`config.mk`:
```
export PLATFORM = sky130hd
export DESIGN_NAME = voice_fetch
export DESIGN_NICKNAME = d
export VERILOG_FILES = /design/src/rtl/voice_fetch_pkg.sv /design/src/rtl/voice_fifo.sv /design/src/rtl/voice_fetch.sv
export SDC_FILE = /design/constraint.sdc
export NUM_CORES = 2
export LEC_CHECK = 0
export BUFFER_PORTS_ARGS = -buffer_cell sky130_fd_sc_hd__buf_2
export CAP_MARGIN = 20
export CORE_UTILIZATION = 50
export CTS_BUF_LIST = sky130_fd_sc_hd__clkbuf_8
export CTS_CLUSTER_SIZE = 30
export DETAILED_ROUTE_END_ITERATION = 8
export PLACE_DENSITY = 0.64
export SLEW_MARGIN = 20
export SYNTH_ARGS = -nofsm -noshare
export SYNTH_HDL_FRONTEND = slang
export SYNTH_HIERARCHICAL = 1
export SYNTH_SLANG_ARGS = --single-unit
export TNS_END_PERCENT = 50
```
`constraint.sdc`:
```
create_clock -name clk -period 4.7 [get_ports clk]
set_input_delay 0.94 -clock clk [delete_from_list [all_inputs] [get_ports clk]]
set_output_delay 0.94 -clock clk [all_outputs]
set_load 0.03 [all_outputs]
```
`src/rtl/voice_fetch_pkg.sv`:
```
// Shared constants and FSM encodings for the per-voice sample prefetcher.
// Imported by voice_fetch and voice_fifo.
package voice_fetch_pkg;

  localparam int REQ_ID_U = 1;
  localparam int SAMPLE_W = 16;

  typedef enum logic [1:0] {
    ST_IDLE  = 2'd0,
    ST_ISSUE = 2'd1,
    ST_WAIT  = 2'd2
  } fetch_state_e;

endpackage

```
`src/rtl/voice_fifo.sv`:
```
// Small per-voice sample buffer: circular store with push, pop, flush and occupancy.
// The head word is presented combinationally so the owner can register it on a pop.
module voice_fifo
  import voice_fetch_pkg::*;
#(
  parameter int DEPTH = 2,
  parameter int W     = SAMPLE_W,
  parameter int CNT_W = $clog2(DEPTH + 1)
) (
  input  logic             clk,
  input  logic             reset,
  input  logic             flush,
  input  logic             push,
  input  logic [W-1:0]     push_data,
  input  logic             pop,
  output logic [W-1:0]     pop_data,
  output logic [CNT_W-1:0] count
);

  localparam int PTR_W = (DEPTH > 1) ? $clog2(DEPTH) : 1;

  logic [W-1:0]     mem_q [DEPTH];
  logic [W-1:0]     mem_d [DEPTH];
  logic [PTR_W-1:0] rd_ptr_q, rd_ptr_d;
  logic [PTR_W-1:0] wr_ptr_q, wr_ptr_d;
  logic [CNT_W-1:0] count_q, count_d;
  logic             push_ok, pop_ok;

  function automatic logic [PTR_W-1:0] ptr_inc(input logic [PTR_W-1:0] p);
    return (p == PTR_W'(DEPTH - 1)) ? '0 : p + PTR_W'(1);
  endfunction

  always_comb begin
    mem_d    = mem_q;
    rd_ptr_d = rd_ptr_q;
    wr_ptr_d = wr_ptr_q;
    count_d  = count_q;
    push_ok  = 1'b0;
    pop_ok   = 1'b0;
    if (flush) begin
      rd_ptr_d = '0;
      wr_ptr_d = '0;
      count_d  = '0;
    end else begin
      pop_ok  = pop && (count_q != '0);
      // A simultaneous pop frees the slot the push needs when full.
      push_ok = push && ((count_q != CNT_W'(DEPTH)) || pop_ok);
      if (push_ok) begin
        mem_d[wr_ptr_q] = push_data;
        wr_ptr_d        = ptr_inc(wr_ptr_q);
      end
      if (pop_ok) begin
        rd_ptr_d = ptr_inc(rd_ptr_q);
      end
      case ({push_ok, pop_ok})
        2'b10:   count_d = count_q + CNT_W'(1);
        2'b01:   count_d = count_q - CNT_W'(1);
        default: count_d = count_q;
      endcase
    end
  end

  always_ff @(posedge clk or negedge reset) begin
    if (!reset) begin
      for (int i = 0; i < DEPTH; i++) begin
        mem_q[i] <= '0;
      end
      rd_ptr_q <= '0;
      wr_ptr_q <= '0;
      count_q  <= '0;
    end else begin
      mem_q    <= mem_d;
      rd_ptr_q <= rd_ptr_d;
      wr_ptr_q <= wr_ptr_d;
      count_q  <= count_d;
    end
  end

  assign pop_data = mem_q[rd_ptr_q];
  assign count    = count_q;

endmodule

```
`src/rtl/voice_fetch.sv`:
```
// Per-voice sample prefetcher: captures the slot address table, issues round-robin
// single-word reads with one outstanding request, and feeds per-voice buffers to the mixer.
module voice_fetch
  import voice_fetch_pkg::*;
#(
  parameter int NUM_VOICES = 4,
  parameter int NUM_SLOTS  = 8,
  parameter int ID_W       = 2,
  parameter int ADDR_W     = 27,
  parameter int BUF_DEPTH  = 2,
  parameter int TIMEOUT    = 255
) (
  input  logic                           clk,
  input  logic                           reset,
  input  logic                           update,
  input  logic [ADDR_W-1:0]              start_a,
  input  logic                           trig,
  input  logic [ID_W-1:0]                trig_voice,
  input  logic [$clog2(NUM_SLOTS)-1:0]   trig_slot,
  input  logic                           sample_tick,
  output logic                           playback_req_available,
  output logic [ADDR_W-1:0]              playback_a,
  output logic [ID_W-1:0]                r_id_in,
  input  logic                           audio_data_ready,
  input  logic signed [SAMPLE_W-1:0]     audio_out,
  input  logic [ID_W-1:0]                r_id_out,
  output logic [NUM_VOICES*SAMPLE_W-1:0] voice_sample,
  output logic [NUM_VOICES-1:0]          voice_active,
  output logic [NUM_VOICES-1:0]          underrun,
  output logic [1:0]                     dbg_state
);

  localparam int SLOT_W = $clog2(NUM_SLOTS);
  localparam int TBL_W  = $clog2(NUM_SLOTS + 1);
  localparam int CNT_W  = $clog2(BUF_DEPTH + 1);
  localparam int TMR_W  = $clog2(TIMEOUT + 1);

  // Start-address table and its load counter.
  logic [ADDR_W-1:0] table_q [NUM_SLOTS+1];
  logic [ADDR_W-1:0] table_d [NUM_SLOTS+1];
  logic [TBL_W-1:0]  wr_cnt_q, wr_cnt_d, wr_idx;
  logic              update_prev_q;
  logic [TBL_W-1:0]  slot_lo, slot_hi;

  // Per-voice playback state.
  logic [ADDR_W-1:0]         fetch_addr_q [NUM_VOICES];
  logic [ADDR_W-1:0]         fetch_addr_d [NUM_VOICES];
  logic [ADDR_W-1:0]         end_addr_q   [NUM_VOICES];
  logic [ADDR_W-1:0]         end_addr_d   [NUM_VOICES];
  logic signed [SAMPLE_W-1:0] sample_q    [NUM_VOICES];
  logic signed [SAMPLE_W-1:0] sample_d    [NUM_VOICES];
  logic [NUM_VOICES-1:0]     active_q, active_d;
  logic [NUM_VOICES-1:0]     underrun_q, underrun_d;
  logic [NUM_VOICES-1:0]     kill_q, kill_d;
  logic [NUM_VOICES-1:0]     trig_hit;
  logic [NUM_VOICES-1:0]     elig;

  // Buffer interface.
  logic [NUM_VOICES-1:0]     fifo_push, fifo_pop, fifo_flush;
  logic [SAMPLE_W-1:0]       fifo_head  [NUM_VOICES];
  logic [CNT_W-1:0]          fifo_count [NUM_VOICES];

  // Fetch FSM and request outputs.
  fetch_state_e      state_q, state_d;
  logic [ID_W-1:0]   rr_q, rr_d;
  logic [ID_W-1:0]   pend_q, pend_d;
  logic [ID_W-1:0]   cand, gnt;
  logic              found;
  logic              discard_q, discard_d;
  logic [TMR_W-1:0]  timer_q, timer_d;
  logic              req_q, req_d;
  logic [ADDR_W-1:0] req_a_q, req_a_d;
  logic [ID_W-1:0]   req_id_q, req_id_d;

  // A new burst (update after a low cycle) always restarts at entry 0.
  always_comb begin
    table_d  = table_q;
    wr_cnt_d = wr_cnt_q;
    wr_idx   = (update && !update_prev_q) ? '0 : wr_cnt_q;
    if (update) begin
      table_d[wr_idx] = start_a;
      wr_cnt_d = (wr_idx == TBL_W'(NUM_SLOTS)) ? '0 : wr_idx + TBL_W'(1);
    end
  end

  always_ff @(posedge clk or negedge reset) begin
    if (!reset) begin
      for (int i = 0; i <= NUM_SLOTS; i++) begin
        table_q[i] <= '0;
      end
      wr_cnt_q      <= '0;
      update_prev_q <= 1'b0;
    end else begin
      table_q       <= table_d;
      wr_cnt_q      <= wr_cnt_d;
      update_prev_q <= update;
    end
  end

  assign slot_lo = TBL_W'(trig_slot);
  assign slot_hi = slot_lo + TBL_W'(1);

  always_comb begin
    for (int v = 0; v < NUM_VOICES; v++) begin
      trig_hit[v] = trig && (trig_voice == ID_W'(v));
    end
  end

  // Voice bookkeeping: a trigger overrides any tick or fetch advance on that voice.
  always_comb begin
    for (int v = 0; v < NUM_VOICES; v++) begin
      fetch_addr_d[v] = fetch_addr_q[v];
      end_addr_d[v]   = end_addr_q[v];
      sample_d[v]     = sample_q[v];
      active_d[v]     = active_q[v];
      underrun_d[v]   = underrun_q[v];
      kill_d[v]       = 1'b0;
      fifo_pop[v]     = 1'b0;
      fifo_flush[v]   = 1'b0;
      if (trig_hit[v]) begin
        fetch_addr_d[v] = table_q[slot_lo];
        end_addr_d[v]   = table_q[slot_hi];
        active_d[v]     = 1'b1;
        underrun_d[v]   = 1'b0;
        fifo_flush[v]   = 1'b1;
        kill_d[v]       = (table_q[slot_lo] >= table_q[slot_hi]);
      end else begin
        if ((state_q == ST_ISSUE) && (pend_q == ID_W'(v))) begin
          fetch_addr_d[v] = fetch_addr_q[v] + ADDR_W'(1);
        end
        if (kill_q[v]) begin
          active_d[v] = 1'b0;
        end
        if (sample_tick) begin
          if (!active_q[v]) begin
            sample_d[v] = '0;
          end else if (fifo_count[v] != '0) begin
            fifo_pop[v] = 1'b1;
            sample_d[v] = fifo_head[v];
          end else if (fetch_addr_q[v] < end_addr_q[v]) begin
            sample_d[v]   = '0;
            underrun_d[v] = 1'b1;
          end else begin
            sample_d[v] = '0;
            active_d[v] = 1'b0;
          end
        end
      end
    end
  end

  // Fetch FSM: round-robin grant in IDLE, one request cycle, then wait for the tagged reply.
  always_comb begin
    state_d   = state_q;
    rr_d      = rr_q;
    pend_d    = pend_q;
    discard_d = discard_q;
    timer_d   = timer_q;
    req_d     = 1'b0;
    req_a_d   = '0;
    req_id_d  = '0;
    fifo_push = '0;
    found     = 1'b0;
    gnt       = rr_q;
    cand      = '0;
    for (int v = 0; v < NUM_VOICES; v++) begin
      elig[v] = active_q[v] && (fetch_addr_q[v] < end_addr_q[v]) &&
                (fifo_count[v] < CNT_W'(BUF_DEPTH)) && !trig_hit[v] && !kill_q[v];
    end
    for (int i = 1; i <= NUM_VOICES; i++) begin
      cand = rr_q + ID_W'(i);
      if (!found && elig[cand]) begin
        found = 1'b1;
        gnt   = cand;
      end
    end
    case (state_q)
      ST_IDLE: begin
        if (found) begin
          state_d   = ST_ISSUE;
          rr_d      = gnt;
          pend_d    = gnt;
          discard_d = 1'b0;
          req_d     = 1'b1;
          req_a_d   = fetch_addr_q[gnt];
          req_id_d  = gnt;
        end
      end
      ST_ISSUE: begin
        state_d = ST_WAIT;
        timer_d = '0;
        if (trig_hit[pend_q]) begin
          discard_d = 1'b1;
        end
      end
      ST_WAIT: begin
        if (trig_hit[pend_q]) begin
          discard_d = 1'b1;
        end
        if (audio_data_ready && (r_id_out == pend_q)) begin
          fifo_push[pend_q] = !discard_q && !trig_hit[pend_q];
          state_d           = ST_IDLE;
        end else if (timer_q == TMR_W'(TIMEOUT - 1)) begin
          // Abandon the word; fetch_addr has already moved past it.
          state_d = ST_IDLE;
        end else begin
          timer_d = timer_q + TMR_W'(1);
        end
      end
      default: state_d = ST_IDLE;
    endcase
  end

  always_ff @(posedge clk or negedge reset) begin
    if (!reset) begin
      for (int v = 0; v < NUM_VOICES; v++) begin
        fetch_addr_q[v] <= '0;
        end_addr_q[v]   <= '0;
        sample_q[v]     <= '0;
      end
      active_q   <= '0;
      underrun_q <= '0;
      kill_q     <= '0;
      state_q    <= ST_IDLE;
      rr_q       <= '0;
      pend_q     <= '0;
      discard_q  <= 1'b0;
      timer_q    <= '0;
      req_q      <= 1'b0;
      req_a_q    <= '0;
      req_id_q   <= '0;
    end else begin
      fetch_addr_q <= fetch_addr_d;
      end_addr_q   <= end_addr_d;
      sample_q     <= sample_d;
      active_q     <= active_d;
      underrun_q   <= underrun_d;
      kill_q       <= kill_d;
      state_q      <= state_d;
      rr_q         <= rr_d;
      pend_q       <= pend_d;
      discard_q    <= discard_d;
      timer_q      <= timer_d;
      req_q        <= req_d;
      req_a_q      <= req_a_d;
      req_id_q     <= req_id_d;
    end
  end

  for (genvar v = 0; v < NUM_VOICES; v++) begin : g_voice
    voice_fifo #(
      .DEPTH (BUF_DEPTH),
      .W     (SAMPLE_W),
      .CNT_W (CNT_W)
    ) u_fifo (
      .clk       (clk),
      .reset     (reset),
      .flush     (fifo_flush[v]),
      .push      (fifo_push[v]),
      .push_data (audio_out),
      .pop       (fifo_pop[v]),
      .pop_data  (fifo_head[v]),
      .count     (fifo_count[v])
    );
    assign voice_sample[SAMPLE_W*v +: SAMPLE_W] = sample_q[v];
  end

  assign playback_req_available = req_q;
  assign playback_a             = req_a_q;
  assign r_id_in                = req_id_q;
  assign voice_active           = active_q;
  assign underrun               = underrun_q;
  assign dbg_state              = state_q;

endmodule

```
After elaboration in Yosys (flattened, before gate mapping)
Cells that the tools add are included.
Widths: inputs -> output; s select.
{"block": "classes", "add_sub_neg": 26, "n_lt_le_gt_ge": 31, "eq_ne": 32, "n_mux": 192, "bitwise_logic": 21, "reduce_logical": 116}
{"op": "$mux 27", "n": 17}
{"op": "$mux 16", "n": 24}
{"op": "$bwmux 243", "n": 1}
{"op": "$bmux 27 s4", "n": 2}
{"op": "$bwmux 32", "n": 4}
{"op": "$add 27x1->27 const B", "n": 4}
{"op": "$demux 27 s4", "n": 1}
{"op": "$lt 27x27->1", "n": 4}
{"op": "$mux 1", "n": 106}
{"op": "$demux 16 s1", "n": 4}
{"op": "$reduce_bool 2->1", "n": 30}
{"op": "$bmux 27 s2", "n": 1}
{"op": "$logic_and 1x1->1", "n": 44}
{"op": "$ge 27x27->1", "n": 1}
{"op": "$mux 2", "n": 13}
{"op": "$ne 2x2->1 const B", "n": 11}
{"op": "$reduce_and 2->1", "n": 10}
{"op": "$eq 2x2->1 const B", "n": 9}
{"op": "$ge 2x2->1 const B", "n": 8}
{"op": "$mux 4", "n": 4}
{"op": "$mux 8", "n": 2}
{"op": "$not 1->2", "n": 8}
{"op": "$pmux 2 s2", "n": 4}
{"op": "$pmux 8 s2", "n": 1}
{"op": "other kinds (36)", "n": 105}
{"block": "totals", "ff_bits": 727, "input_bits": 56, "out_inout_bits": 104, "wordCells": 474}

Longest topological paths before layout
{"block": "depth", "depth_word": 23, "mapped_depth": 18}

Cells and area by module
Netlist, hierarchy kept.
{"module": "voice_fetch", "n_inst": 1, "cells_per_inst": 2970, "area_per_inst_um2": 32068.3}
{"module": "voice_fifo (g_voice[0].u_fifo ...)", "n_inst": 3, "cells_per_inst": 110, "area_per_inst_um2": 1650.3}
{"module": "voice_fifo (g_voice[2].u_fifo)", "n_inst": 1, "cells_per_inst": 109, "area_per_inst_um2": 1650.3}

Worst setup path after synthesis
No wires, ideal clock.
{"block": "synth_timing", "kind": "input port to flip-flop", "startpoint": "input trig_slot[0]", "endpoint": "register kill_q[0]", "setup_ns": 0.140, "t_arrival_ns": 4.698, "setup_slack_ns": -0.137, "path_stages": 18, "n_path_buf": 3, "cell_sequence": "ha_1 -> clkbuf_1 -> clkbuf_1 -> clkbuf_1 -> mux4_2 -> nand2_1 -> a21oi_1 -> a21oi_1 -> ha_1 -> nor2b_1 -> o21a_1 -> o21a_1 -> o21a_1 -> o21a_1 -> o21ai_0 -> a21oi_1 -> o31ai_1 -> nor3_1"}
{"block": "synth_via", "elab_chain_cells": 7, "elab_cells_between_ends": 11}
{"element": "start: declaration", "line": "voice_fetch.sv:19", "text": "input logic [$clog2(NUM_SLOTS)-1:0] trig_slot,"}
{"element": "$add 3x1->4", "line": "voice_fetch.sv:101", "text": "assign slot_hi = slot_lo + TBL_W'(1);"}
{"element": "$not 4->5 (not written as such)", "line": "voice_fetch.sv:126", "text": "kill_d[v] = (table_q[slot_lo] >= table_q[slot_hi]);"}
{"element": "$bmux 27 s4", "line": "voice_fetch.sv:126"}
{"element": "$mux 27 (not written as such) (2 in a row)", "line": "voice_fetch.sv:126"}
{"element": "$ge 27x27->1 *", "line": "voice_fetch.sv:126"}
{"element": "$mux 1 *", "line": "voice_fetch.sv:120", "text": "if (trig_hit[v]) begin"}
{"element": "via kill_d[0]", "line": "voice_fetch.sv:54", "text": "logic [NUM_VOICES-1:0] kill_q, kill_d;"}
{"element": "end signal: assignment", "line": "voice_fetch.sv:238", "text": "kill_q <= kill_d;"}
{"element": "end: declaration", "line": "voice_fetch.sv:54"}
Mark *: on every way through the listed nets, which the timed path passes. The rest lies on a longest branch. The select of a mux whose other input is x is not followed.
A chain may end at the register's enable or synchronous reset.

Worst setup path in the final report
{"block": "layout_timing", "startpoint": "register fetch_addr_q[37] (netlist bit)", "endpoint": "register req_a_q[21], in the netlist playback_a[21]"}
{"block": "layout_via", "elab_chain_cells": 23, "elab_cells_between_ends": 33}
{"element": "start: declaration", "line": "voice_fetch.sv:46", "text": "logic [ADDR_W-1:0] fetch_addr_q [NUM_VOICES];"}
{"element": "start signal: assignment", "line": "voice_fetch.sv:233", "text": "fetch_addr_q <= fetch_addr_d;"}
{"element": "$lt 27x27->1 *", "line": "voice_fetch.sv:167", "text": "elig[v] = active_q[v] && (fetch_addr_q[v] < end_addr_q[v]) &&"}
{"element": "$logic_and 1x1->1 * (2 in a row)", "line": "voice_fetch.sv:167"}
{"element": "$logic_and 1x1->1 * (2 in a row)", "line": "voice_fetch.sv:168", "text": "(fifo_count[v] < CNT_W'(BUF_DEPTH)) && !trig_hit[v] && !kill_q[v];"}
{"element": "$bmux 1 s2", "line": "voice_fetch.sv:172", "text": "if (!found && elig[cand]) begin"}
{"element": "$mux 1 (not written as such)", "line": "voice_fetch.sv:172"}
{"element": "$mux 1", "line": "voice_fetch.sv:172"}
{"element": "$logic_not 1->1", "line": "voice_fetch.sv:172"}
{"element": "$logic_and 1x1->1", "line": "voice_fetch.sv:172"}
{"element": "(+5 left out)"}
{"element": "$logic_and 1x1->1", "line": "voice_fetch.sv:172"}
{"element": "$mux 2", "line": "voice_fetch.sv:172"}
{"element": "$not 2->3 (not written as such)", "line": "voice_fetch.sv:185", "text": "req_a_d = fetch_addr_q[gnt];"}
{"element": "$bmux 27 s2", "line": "voice_fetch.sv:185"}
{"element": "$mux 27 (not written as such) (2 in a row)", "line": "voice_fetch.sv:185"}
{"element": "$mux 27 *", "line": "voice_fetch.sv:179", "text": "if (found) begin"}
{"element": "$mux 27 *", "line": "voice_fetch.sv:177", "text": "case (state_q)"}
{"element": "via req_a_d[21]", "line": "voice_fetch.sv:72", "text": "logic [ADDR_W-1:0] req_a_q, req_a_d;"}
{"element": "end signal: assignment", "line": "voice_fetch.sv:245", "text": "req_a_q <= req_a_d;"}
{"element": "end: declaration", "line": "voice_fetch.sv:72"}
Marked as above.

==> reports/results.ini <==
[logic_synthesis]
syn_avg_cell_area_um2=11.3
ys_seq_elements=727
ys_async_sr_fraction_pct=100
yosysUniqueCellTypes=66
synthFlopType=dfrtp_1
seq_area_frac_synth_pct=47.0
synth_edf_count=0
syn_area_um2=38700
synthesis.nets=3615
yosysWarnings=6
syn_inst=3409

[die]
die_h_um=280
rows=101
die_w_um=280
core_um2=76200
io_pins=160
fp.dieArea_um2=78500
start_util_pct=50.7

[placed_design]
dp_hpwl_mm=77.7
place_congestion=0.920
place_area_um2=41400
port_buffers=159
dpl.cell_count=4538

[timing]
final_max_slew_viol_count=0
finalSetupTns_ns=0
finalCriticalPeriod_ns=4.32
tightest_slew_ns=0.985
max_freq_mhz=232
fin_skew_ns=0.0306
whs_ns=0.163
max_slew_margin_pct=34.2
post-route-period-util_pct=91.9
finalSetupViolCount=0
hold_viol=0
rsz0062_at_grt=false

[clock_tree]
cts_tree=yes
cts_root_buf=clkbuf_8
ctsHoldBuffers=0
clock-sinks=727
cts_resized=0
cts_max_path_buffers=3
post_cts_buffers=0
clkTransAtPathRegs_ns=0.06
clock_latency_ns=0.80
cts_buffers=132
htree_levels=4

[global_routing]
grt_pass1_wl_mm=175
grt_pass1_vias=29520
track_usage_pct=29.1
antenna_found_initial=11
grt.overflow.total=0
grt_max_degree=121

[layout]
drive_gt1_share_pct=29.4
area_growth_pct=13.8
final_cell_area_um2=44000
fin_cells=4763
layout.nets=3848

[routing]
drt_pass1_iterations=5
route.detailed.drc=0
vias=29147
vias_per_cell=6.12
ant_nets=0
first_iter_violations=3159
drt_wl_total_mm=113
routedWlPerCell_um=23.7

[job]
drv_cap=0

[power_and_ir_drop]
vdd_drop_max_mv=0.474
leakage_nw=20.3
p_per_area_nw_per_um2=643

[worst_setup_path]
cp-start-kind=flop
path_class=reg -> reg
critPathCaptureType=flop
critPathMaxFanout=16
critPathArrivalTime_ns=5.03
required_ns=5.41

[status]
status=complete, no violations

[worst_hold_path]
hold_class=in -> async

==> cell usage in the layout, fill, tap and decap left out, types with 7 or more instances in the layout <==
| cell type | Yosys | routed |
|---|---|---|
| o21ai_0 | 251 | 251 |
| buf_12 | 4 | 22 |
| o211ai_1 | 109 | 109 |
| clkbuf_8 | 0 | 161 |
| mux4_2 | 108 | 108 |
| nor2_1 | 84 | 81 |
| nand4_1 | 104 | 104 |
| a31oi_1 | 7 | 7 |
| mux2i_1 | 14 | 14 |
| nand2_1 | 397 | 397 |
| xnor2_1 | 41 | 40 |
| buf_4 | 1 | 128 |
| and4_1 | 8 | 8 |
| o31ai_1 | 59 | 59 |
| and2_1 | 12 | 12 |
| mux2_2 | 429 | 429 |
| o21a_1 | 11 | 11 |
| nand2b_1 | 17 | 17 |
| nor2b_1 | 23 | 20 |
| a21o_1 | 14 | 14 |
| buf_2 | 13 | 156 |
| xor2_1 | 78 | 77 |
| inv_1 | 121 | 158 |
| nand3b_1 | 7 | 7 |
| mux2_4 | 36 | 36 |
| a22o_1 | 92 | 91 |
| dfrtp_1 | 727 | 727 |
| ha_1 | 150 | 149 |
| clkinv_2 | 0 | 9 |
| and3_1 | 33 | 33 |
| nor3_1 | 28 | 27 |
| a21oi_1 | 116 | 116 |
| nand3_1 | 46 | 45 |
==> cell families (layout without fill, tap and decap cells) <==
| family | count (synthesis) | in the layout | synth area share [%] |
|---|---|---|---|
| AOI/OAI and AO/OA | 695 | 695 | 11.5 |
| muxes | 587 | 587 | 20.5 |
| other | 0 | 3 | 0 |
| adders and majority gates | 150 | 150 | 4.85 |
| buffers and inverters | 334 | 655 | 3.54 |
| xor gates and xnor gates | 119 | 119 | 2.70 |
| and+or+nand+nor | 797 | 797 | 9.79 |
| DFF | 727 | 727 | 47.0 |
==> worst max-delay path: stages (launching register included) <==
cell and delay (ns):
dfrtp_1 0.50, ha_1 0.36, nand4_1 0.23, nor2_1 0.09, a211oi_1 0.60, o22a_1 0.35, and3_1 0.37, a2111o_1 0.24
nand2_1 0.16, nor4_4 0.80, buf_4 0.36, a22o_1 0.18
==> sequential cells by signal, indices dropped and copies added (netlist names), 2 cells and up <==
signal	count
end_addr_q	108
underrun	4
g_voice.u_fifo/wr_ptr_q	4
voice_sample	64
r_id_in	2
g_voice.u_fifo/rd_ptr_q	4
timer_q	8
fetch_addr_q	108
wr_cnt_q	4
table_q	243
dbg_state	2
kill_q	4
g_voice.u_fifo/count	8
g_voice.u_fifo/mem_q	128
playback_a	27
pend_q	2
voice_active	4
==> through the flow <==
step	utilization (%)	power (mW)	worst slack, ns
2_1_floorplan	-	17.6	0.00411
3_3_place_gp	54.3	21.6	0.0144
3_5_place_dp	54.3	22.1	-0.111
4_1_cts	57.8	28.2	0.438
5_1_grt	57.8	29.9	0.288
6_report	57.8	28.3	0.382
==> final cells by class <==
cell class              instances  area (µm²)
repair buffers                307        2200
inverters                     126         473
clock buffers                 161        2220
multi-input cells            2348       19200
fillers                      6287       32200
clock inverters                61         403
flip-flops and latches        727       18200
well taps                    1030        1290
diodes                          3        7.51
==> worst paths after layout <==
kind,startpoint,to,slack [ns],cells past startpoint
setup / recovery,fetch_addr_q[37]$_DFFE_PN0P_,playback_a[21]$_DFF_PN0_,0.38,11
hold / removal,reset,playback_a[12]$_DFF_PN0_,0.16,1
setup reg to reg,fetch_addr_q[37]$_DFFE_PN0P_,playback_a[21]$_DFF_PN0_,0.38,11
hold reg to reg,underrun[3]$_DFFE_PN0P_,underrun[3]$_DFFE_PN0P_,0.47,2
max in group asynchronous,reset,table_q[240]$_DFFE_PN0P_,3.31,2
min in group clk,update,update_prev_q$_DFF_PN0_,0.39,1
==> power breakdown <==
group	internal, mW	total, mW	switching [mW]
clock network	3.27	5.97	2.70
registers	8.35	10.3	1.94
logic	5.30	12.1	6.75
==> Yosys cell counts, drive strengths merged, types with 31 or more instances <==
| cell | instances | area, µm² |
|---|---|---|
| xor2 | 78 | 683 |
| xnor2 | 41 | 359 |
| nand4 | 104 | 651 |
| ha | 150 | 1880 |
| inv | 122 | 458 |
| a21oi | 116 | 581 |
| dfrtp | 727 | 18200 |
| o211ai | 109 | 818 |
| and3 | 33 | 206 |
| o31ai | 59 | 443 |
| clkbuf | 159 | 597 |
| nand3 | 46 | 230 |
| mux2 | 465 | 5370 |
| o21ai | 252 | 1260 |
| nand2 | 397 | 1490 |
| buf | 49 | 299 |
| nor3 | 31 | 170 |
| a22o | 92 | 806 |
| nor2 | 84 | 315 |
| mux4 | 108 | 2430 |
==> metal layers <==
metal / share of wire [%] / track usage (%) / vias up / wire (µm)
li1: - / - / 12926 / -
met1: 44 / 41.8 / 14782 / 49600
met2: 45 / 43.9 / 1230 / 51000
met3: 8.6 / 6.52 / 197 / 9760
met4: 2.4 / 8.63 / 12 / 2760
met5: 0.074 / 0 / - / 84
(Power assumes the default switching activity.)
